[config.mk]
export PLATFORM = sky130hd
export DESIGN_NAME = apb_requester
export DESIGN_NICKNAME = d
export VERILOG_FILES = /design/src/rtl/apb_requester.sv
export SDC_FILE = /design/constraint.sdc
export NUM_CORES = 1
export LEC_CHECK = 0
export ABC_AREA = 1
export CORE_MARGIN = 5
export CORE_UTILIZATION = 47
export CTS_BUF_LIST = sky130_fd_sc_hd__clkbuf_4 sky130_fd_sc_hd__clkbuf_8
export CTS_CLUSTER_SIZE = 24
export DETAILED_ROUTE_END_ITERATION = 16
export PLACE_DENSITY = 0.89
export SLEW_MARGIN = 15
export SYNTH_ARGS = -nofsm -noshare
export SYNTH_HDL_FRONTEND = slang
export SYNTH_SLANG_ARGS = --single-unit
[constraint.sdc]
create_clock -name PCLK -period 2.55 [get_ports PCLK]
set_input_delay 0.3825 -clock PCLK [delete_from_list [all_inputs] [get_ports PCLK]]
set_output_delay 0.3825 -clock PCLK [all_outputs]
set_load 0.02 [all_outputs]
[src/rtl/apb_requester.sv]
// APB requester: turns a valid/ready command into one APB transfer and returns
// the completion (read data, slave error, timeout) on a valid/ready response port.
module apb_requester #(
  parameter int ADDR_WIDTH = 16,
  parameter int DATA_WIDTH = 32,
  parameter int TIMEOUT    = 16
) (
  input  logic                    PCLK,
  input  logic                    PRESETn,
  input  logic                    cmd_valid,
  output logic                    cmd_ready,
  input  logic                    cmd_write,
  input  logic [ADDR_WIDTH-1:0]   cmd_addr,
  input  logic [DATA_WIDTH-1:0]   cmd_wdata,
  input  logic [DATA_WIDTH/8-1:0] cmd_strb,
  output logic                    rsp_valid,
  input  logic                    rsp_ready,
  output logic [DATA_WIDTH-1:0]   rsp_rdata,
  output logic                    rsp_error,
  output logic                    rsp_timeout,
  output logic                    PSEL,
  output logic                    PENABLE,
  output logic                    PWRITE,
  output logic [ADDR_WIDTH-1:0]   PADDR,
  output logic [DATA_WIDTH-1:0]   PWDATA,
  output logic [DATA_WIDTH/8-1:0] PSTRB,
  input  logic                    PREADY,
  input  logic [DATA_WIDTH-1:0]   PRDATA,
  input  logic                    PSLVERR
);

  localparam int STRB_WIDTH = DATA_WIDTH / 8;
  localparam int CNT_WIDTH  = (TIMEOUT > 0) ? $clog2(TIMEOUT + 1) : 1;
  localparam int CNT_LAST   = (TIMEOUT > 0) ? TIMEOUT - 1 : 0;

  typedef enum logic [1:0] {IDLE, SETUP, ACCESS, RESP} state_t;

  state_t                state, state_nxt;
  logic [CNT_WIDTH-1:0]  wait_cnt, wait_cnt_nxt;
  logic                  cmd_ready_nxt, rsp_valid_nxt, rsp_error_nxt, rsp_timeout_nxt;
  logic [DATA_WIDTH-1:0] rsp_rdata_nxt, pwdata_nxt;
  logic                  psel_nxt, penable_nxt, pwrite_nxt;
  logic [ADDR_WIDTH-1:0] paddr_nxt;
  logic [STRB_WIDTH-1:0] pstrb_nxt;
  logic                  timeout_hit;

  // The wait cycle that would bring the count up to TIMEOUT is the last one allowed.
  assign timeout_hit = (TIMEOUT > 0) && (wait_cnt == CNT_WIDTH'(CNT_LAST));

  always_comb begin
    // NOTE: every signal gets a default first, so no path can leave one unassigned and infer a latch.
    state_nxt       = state;
    wait_cnt_nxt    = wait_cnt;
    cmd_ready_nxt   = cmd_ready;
    rsp_valid_nxt   = rsp_valid;
    rsp_rdata_nxt   = rsp_rdata;
    rsp_error_nxt   = rsp_error;
    rsp_timeout_nxt = rsp_timeout;
    psel_nxt        = PSEL;
    penable_nxt     = PENABLE;
    pwrite_nxt      = PWRITE;
    paddr_nxt       = PADDR;
    pwdata_nxt      = PWDATA;
    pstrb_nxt       = PSTRB;

    case (state)
      IDLE: begin
        cmd_ready_nxt = 1'b1;
        if (cmd_valid && cmd_ready) begin
          state_nxt     = SETUP;
          cmd_ready_nxt = 1'b0;
          wait_cnt_nxt  = '0;
          psel_nxt      = 1'b1;
          penable_nxt   = 1'b0;
          pwrite_nxt    = cmd_write;
          paddr_nxt     = cmd_addr;
          pwdata_nxt    = cmd_write ? cmd_wdata : '0;
          pstrb_nxt     = cmd_write ? cmd_strb  : '0;
        end
      end
      SETUP: begin
        state_nxt   = ACCESS;
        penable_nxt = 1'b1;
      end
      ACCESS: begin
        if (PREADY) begin
          state_nxt       = RESP;
          psel_nxt        = 1'b0;
          penable_nxt     = 1'b0;
          rsp_valid_nxt   = 1'b1;
          rsp_error_nxt   = PSLVERR;
          rsp_timeout_nxt = 1'b0;
          rsp_rdata_nxt   = PWRITE ? '0 : PRDATA;
        end else begin
          wait_cnt_nxt = (wait_cnt == '1) ? wait_cnt : wait_cnt + 1'b1;
          if (timeout_hit) begin
            state_nxt       = RESP;
            psel_nxt        = 1'b0;
            penable_nxt     = 1'b0;
            rsp_valid_nxt   = 1'b1;
            rsp_error_nxt   = 1'b1;
            rsp_timeout_nxt = 1'b1;
            rsp_rdata_nxt   = '0;
          end
        end
      end
      RESP: begin
        if (rsp_ready) begin
          state_nxt     = IDLE;
          rsp_valid_nxt = 1'b0;
          cmd_ready_nxt = 1'b1;
        end
      end
      default: state_nxt = IDLE;
    endcase
  end

  // NOTE: state registers use non-blocking assignments so every flop samples pre-edge values.
  always_ff @(posedge PCLK or negedge PRESETn) begin
    if (!PRESETn) begin
      state       <= IDLE;
      wait_cnt    <= '0;
      cmd_ready   <= 1'b0;
      rsp_valid   <= 1'b0;
      rsp_rdata   <= '0;
      rsp_error   <= 1'b0;
      rsp_timeout <= 1'b0;
      PSEL        <= 1'b0;
      PENABLE     <= 1'b0;
      PWRITE      <= 1'b0;
      PADDR       <= '0;
      PWDATA      <= '0;
      PSTRB       <= '0;
    end else begin
      state       <= state_nxt;
      wait_cnt    <= wait_cnt_nxt;
      cmd_ready   <= cmd_ready_nxt;
      rsp_valid   <= rsp_valid_nxt;
      rsp_rdata   <= rsp_rdata_nxt;
      rsp_error   <= rsp_error_nxt;
      rsp_timeout <= rsp_timeout_nxt;
      PSEL        <= psel_nxt;
      PENABLE     <= penable_nxt;
      PWRITE      <= pwrite_nxt;
      PADDR       <= paddr_nxt;
      PWDATA      <= pwdata_nxt;
      PSTRB       <= pstrb_nxt;
    end
  end

endmodule

==> impl_table.tex <==
\begin{tabular}{lr}
\hline
Metric & Value \\
\hline
\multicolumn{2}{l}{\textbf{CTS}} \\
\quad Cts-stage hold buffer count & 0 \\
\quad Maximum clock insertion buffer count & 2 \\
\quad Gates resized, CTS repair & 0 \\
\quad Clk slew on worst S/H paths & $\sim$0.10 ns \\
\quad H-Tree Depth & 3 \\
\quad Num CTS Buffers & 9 \\
\quad TritonCTS sink count & 98 \\
\quad Post-CTS Repair Setup Buffers & 0 \\
\quad Clk\_lat worst skew & roughly 0.35 ns \\
\quad Clock root buffer & clkbuf\_8 \\
\quad TritonCTS clock tree & done \\
\multicolumn{2}{l}{\textbf{Layout}} \\
\quad Final net count & 730 \\
\quad Post-route insts no fill & 743 \\
\quad Most common cell after layout, fill and taps aside & clkdlybuf4s50\_1 \\
\quad Fraction of layout cells with a size suffix above 1 & 0.0457 \\
\quad Number of diodes added for antenna fixing & 0 \\
\quad Final non-filler cell area & 0.00620 mm\^{}2 \\
\quad Area growth, synth to finish & 51.1\% \\
\quad Highest-count cells in the layout ignoring fill and taps & 180 x clkdlybuf4s50\_1, 146 x nand2\_1, 98 x dfrtp\_1 \\
\multicolumn{2}{l}{\textbf{Place}} \\
\quad Worst slack at placement & about 0.57 ns \\
\quad Count of input and output buffers & around 180 \\
\quad DP HPWL & between 8 and 9 mm \\
\quad Inst Count DP & 727 \\
\quad Placer's final routability congestion estimate & 0.838 \\
\quad Area after DPL & about 0.0060 mm\^{}2 \\
\multicolumn{2}{l}{\textbf{Floorplanning}} \\
\quad DIE WIDTH & slightly above 100 um \\
\quad Site row count & 34 \\
\quad Total core area & 0.00859 mm\^{}2 \\
\quad Die area & $\sim$0.011 mm\^{}2 \\
\quad I/O pins & 182 \\
\quad Vertical die dimension & a little over 100 um \\
\quad Starting Density & 0.477 \\
\multicolumn{2}{l}{\textbf{Timing}} \\
\quad Final hold violation count & 0 \\
\quad Hold Worst Slack & roughly 0.081 ns \\
\quad Number of max-slew violations in the final report & 0 \\
\quad Smallest setup slack after layout & a little over 0.6 ns \\
\quad Slew @ Worst Pin & about 0.76 ns \\
\quad Final number of setup-violating endpoints & 0 \\
\quad Highest clock rate & 516 MHz \\
\quad Tcrit/Tclk final & 0.760 \\
\quad RSZ-0062 raised after global routing & false \\
\quad Worst slew margin & 0.494 \\
\quad Setup tns final & 0 ns \\
\quad Post-layout minimum cycle time & between 1.5 and 2 ns \\
\quad Setup Skew & 0.0168 ns \\
\multicolumn{2}{l}{\textbf{Synth}} \\
\quad Number of distinct library cells after synthesis & 21 \\
\quad EDFF count, synth & 0 \\
\quad Number of warnings printed during yosys synthesis & 0 \\
\quad Post-synthesis cell count & about 460 \\
\quad Fraction of registers with async set or reset after synthesis & 1.00 \\
\quad Portion of the post-synthesis area used by sequential elements & 0.598 \\
\quad Post-Synthesis Net Count & 557 \\
\quad Syn Area/Cell & around 9.0 um\^{}2 \\
\quad Flops \& latches, synth & 98 \\
\quad Most common flop cell mapped by yosys & dfrtp\_1 \\
\quad Mapped Area & roughly 0.004 mm\^{}2 \\
\multicolumn{2}{l}{\textbf{Critical path}} \\
\quad Critical path capture point type & register \\
\quad Register-to-Register Setup Slack & 0.61 ns \\
\quad WP data required & between 2 and 3 ns \\
\quad Data arrival time of the critical path & approximately 2.2 ns \\
\quad Peak fanout along the critical path & 34 \\
\quad Critical path start-end classification & reg2reg \\
\quad Startpoint type of the worst setup path & register \\
\multicolumn{2}{l}{\textbf{GRT}} \\
\quad Via count of the first global-routing pass & 3643 \\
\quad Wire length of the first global-routing pass & around 18 mm \\
\quad Maximum number of pins on one net before global-route repair & slightly below 60 \\
\quad Global Route Usage Sum & 0.215 \\
\quad Initial antenna violation count & 0 \\
\quad GRT overflow & 0 \\
\multicolumn{2}{l}{\textbf{Power and ir drop}} \\
\quad Static leakage power & 2.95 nW \\
\quad Power density over the cells & approximately 1100 mW/mm\^{}2 \\
\quad Highest ir drop seen on vdd & 0.653 mV \\
\multicolumn{2}{l}{\textbf{Detailed routing}} \\
\quad Antenna Violating Nets Remaining & 0 \\
\quad Wire length after detailed routing & $\sim$11 mm \\
\quad Number of iterations in the first detailed-routing pass & 5 \\
\quad Post-detailed-route DRC marker count & 0 \\
\quad Routed wirelength normalized by instance count & $\sim$15 um \\
\quad First DRT Iteration DRCs & approximately 130 \\
\quad Via-per-instance ratio & 4.84 \\
\quad Vias after detailed routing & about 3600 \\
\multicolumn{2}{l}{\textbf{Worst hold path}} \\
\quad Type of the most critical hold path & in2async \\
\multicolumn{2}{l}{\textbf{Status}} \\
\quad Result of the run & complete, no violations \\
\multicolumn{2}{l}{\textbf{Run}} \\
\quad Max-Cap Viols & 0 \\
\hline
\end{tabular}
[cells in the mapped netlist (2+ instances only)]
| cell | number | share of area |
|---|---|---|
| nor2_1 | 5 | 0.0046 |
| nand2_2 | 4 | 0.0061 |
| o21ai_1 | 2 | 0.0024 |
| buf_6 | 2 | 0.0055 |
| ha_1 | 9 | 0.027 |
| inv_1 | 45 | 0.041 |
| clkbuf_1 | 11 | 0.010 |
| buf_4 | 3 | 0.0055 |
| buf_2 | 8 | 0.0098 |
| o21ai_0 | 79 | 0.096 |
| dfrtp_1 | 98 | 0.60 |
| nand2_1 | 146 | 0.13 |
| nand3_1 | 37 | 0.045 |
[power by group]
group	leakage (nW)	switching (mW)	internal, mW	total (mW)
Sequential	1.26	0.350	2.13	2.48
Clock	0.117	0.553	0.580	1.13
Combinational	1.57	1.70	1.42	3.11
Total	2.95	2.60	4.13	6.73
[area by class of cell]
cell class / instances / area (um^2)
inverter: 46 / 173
clock inverter: 6 / 97.6
clock buffer: 10 / 131
multi-input combinational: 289 / 1350
sequential: 98 / 2450
fill: 610 / 2390
timing repair buffer: 186 / 1860
tap: 108 / 135
[cell families after synthesis]
| logic type | count (synthesis) | share of synthesized area |
|---|---|---|
| buffers and inverters | 70 | 0.0729 |
| DFF | 98 | 0.598 |
| and+or+nand+nor | 196 | 0.199 |
| adders and majority gates | 9 | 0.0274 |
| AOI/OAI and AO/OA | 84 | 0.103 |
[state kept, by name (all words and copies together), names as in the netlist]
register     cells
rsp_timeout      1
wait_cnt         5
PENABLE          1
state            2
PSTRB            4
PSEL             1
PADDR           16
rsp_valid        1
cmd_ready        1
rsp_rdata       32
PWDATA          32
PWRITE           1
rsp_error        1
[metal layers]
| layer | share of wire | up-vias | GRT usage |
|---|---|---|---|
| met5 | 0 | - | 0 |
| met4 | 0.028 | 0 | 0.0857 |
| met3 | 0.048 | 24 | 0.0349 |
| met2 | 0.52 | 105 | 0.380 |
| met1 | 0.40 | 1673 | 0.262 |
| li1 | - | 1794 | - |
[path summary, 6_finish.rpt]
kind	startpoint	end	depth (start not counted)
setup / recovery	wait_cnt[0]$_DFFE_PN0P_	rsp_error$_DFFE_PN0P_	8
hold / removal	PRESETn	PWDATA[9]$_DFFE_PN0P_	1
setup reg to reg	wait_cnt[0]$_DFFE_PN0P_	rsp_error$_DFFE_PN0P_	8
hold reg to reg	PADDR[9]$_DFFE_PN0P_	PADDR[9]$_DFFE_PN0P_	2
max in group asynchronous	PRESETn	rsp_valid$_DFFE_PN0P_	2
min in group PCLK	PADDR[9]$_DFFE_PN0P_	PADDR[9]$_DFFE_PN0P_	2
[critical path: stages, from the launching register on]
cell	delay, ns
dfrtp_1	0.43
ha_1	0.23
nand2_1	0.09
nor2_1	0.06
ha_1	0.20
nand2_2	0.48
nand2_1	0.15
nor2_1	0.12
a31oi_1	0.05
[stage by stage]
step | utilization | total power, mW
after floorplan | - | 4.08
after global placement | 0.695 | 5.52
after detailed placement | 0.695 | 5.65
after CTS | 0.721 | 6.80
after global routing | 0.721 | 7.16
final | 0.721 | 6.73
No activity file was read; power rests on OpenSTA's default activity.
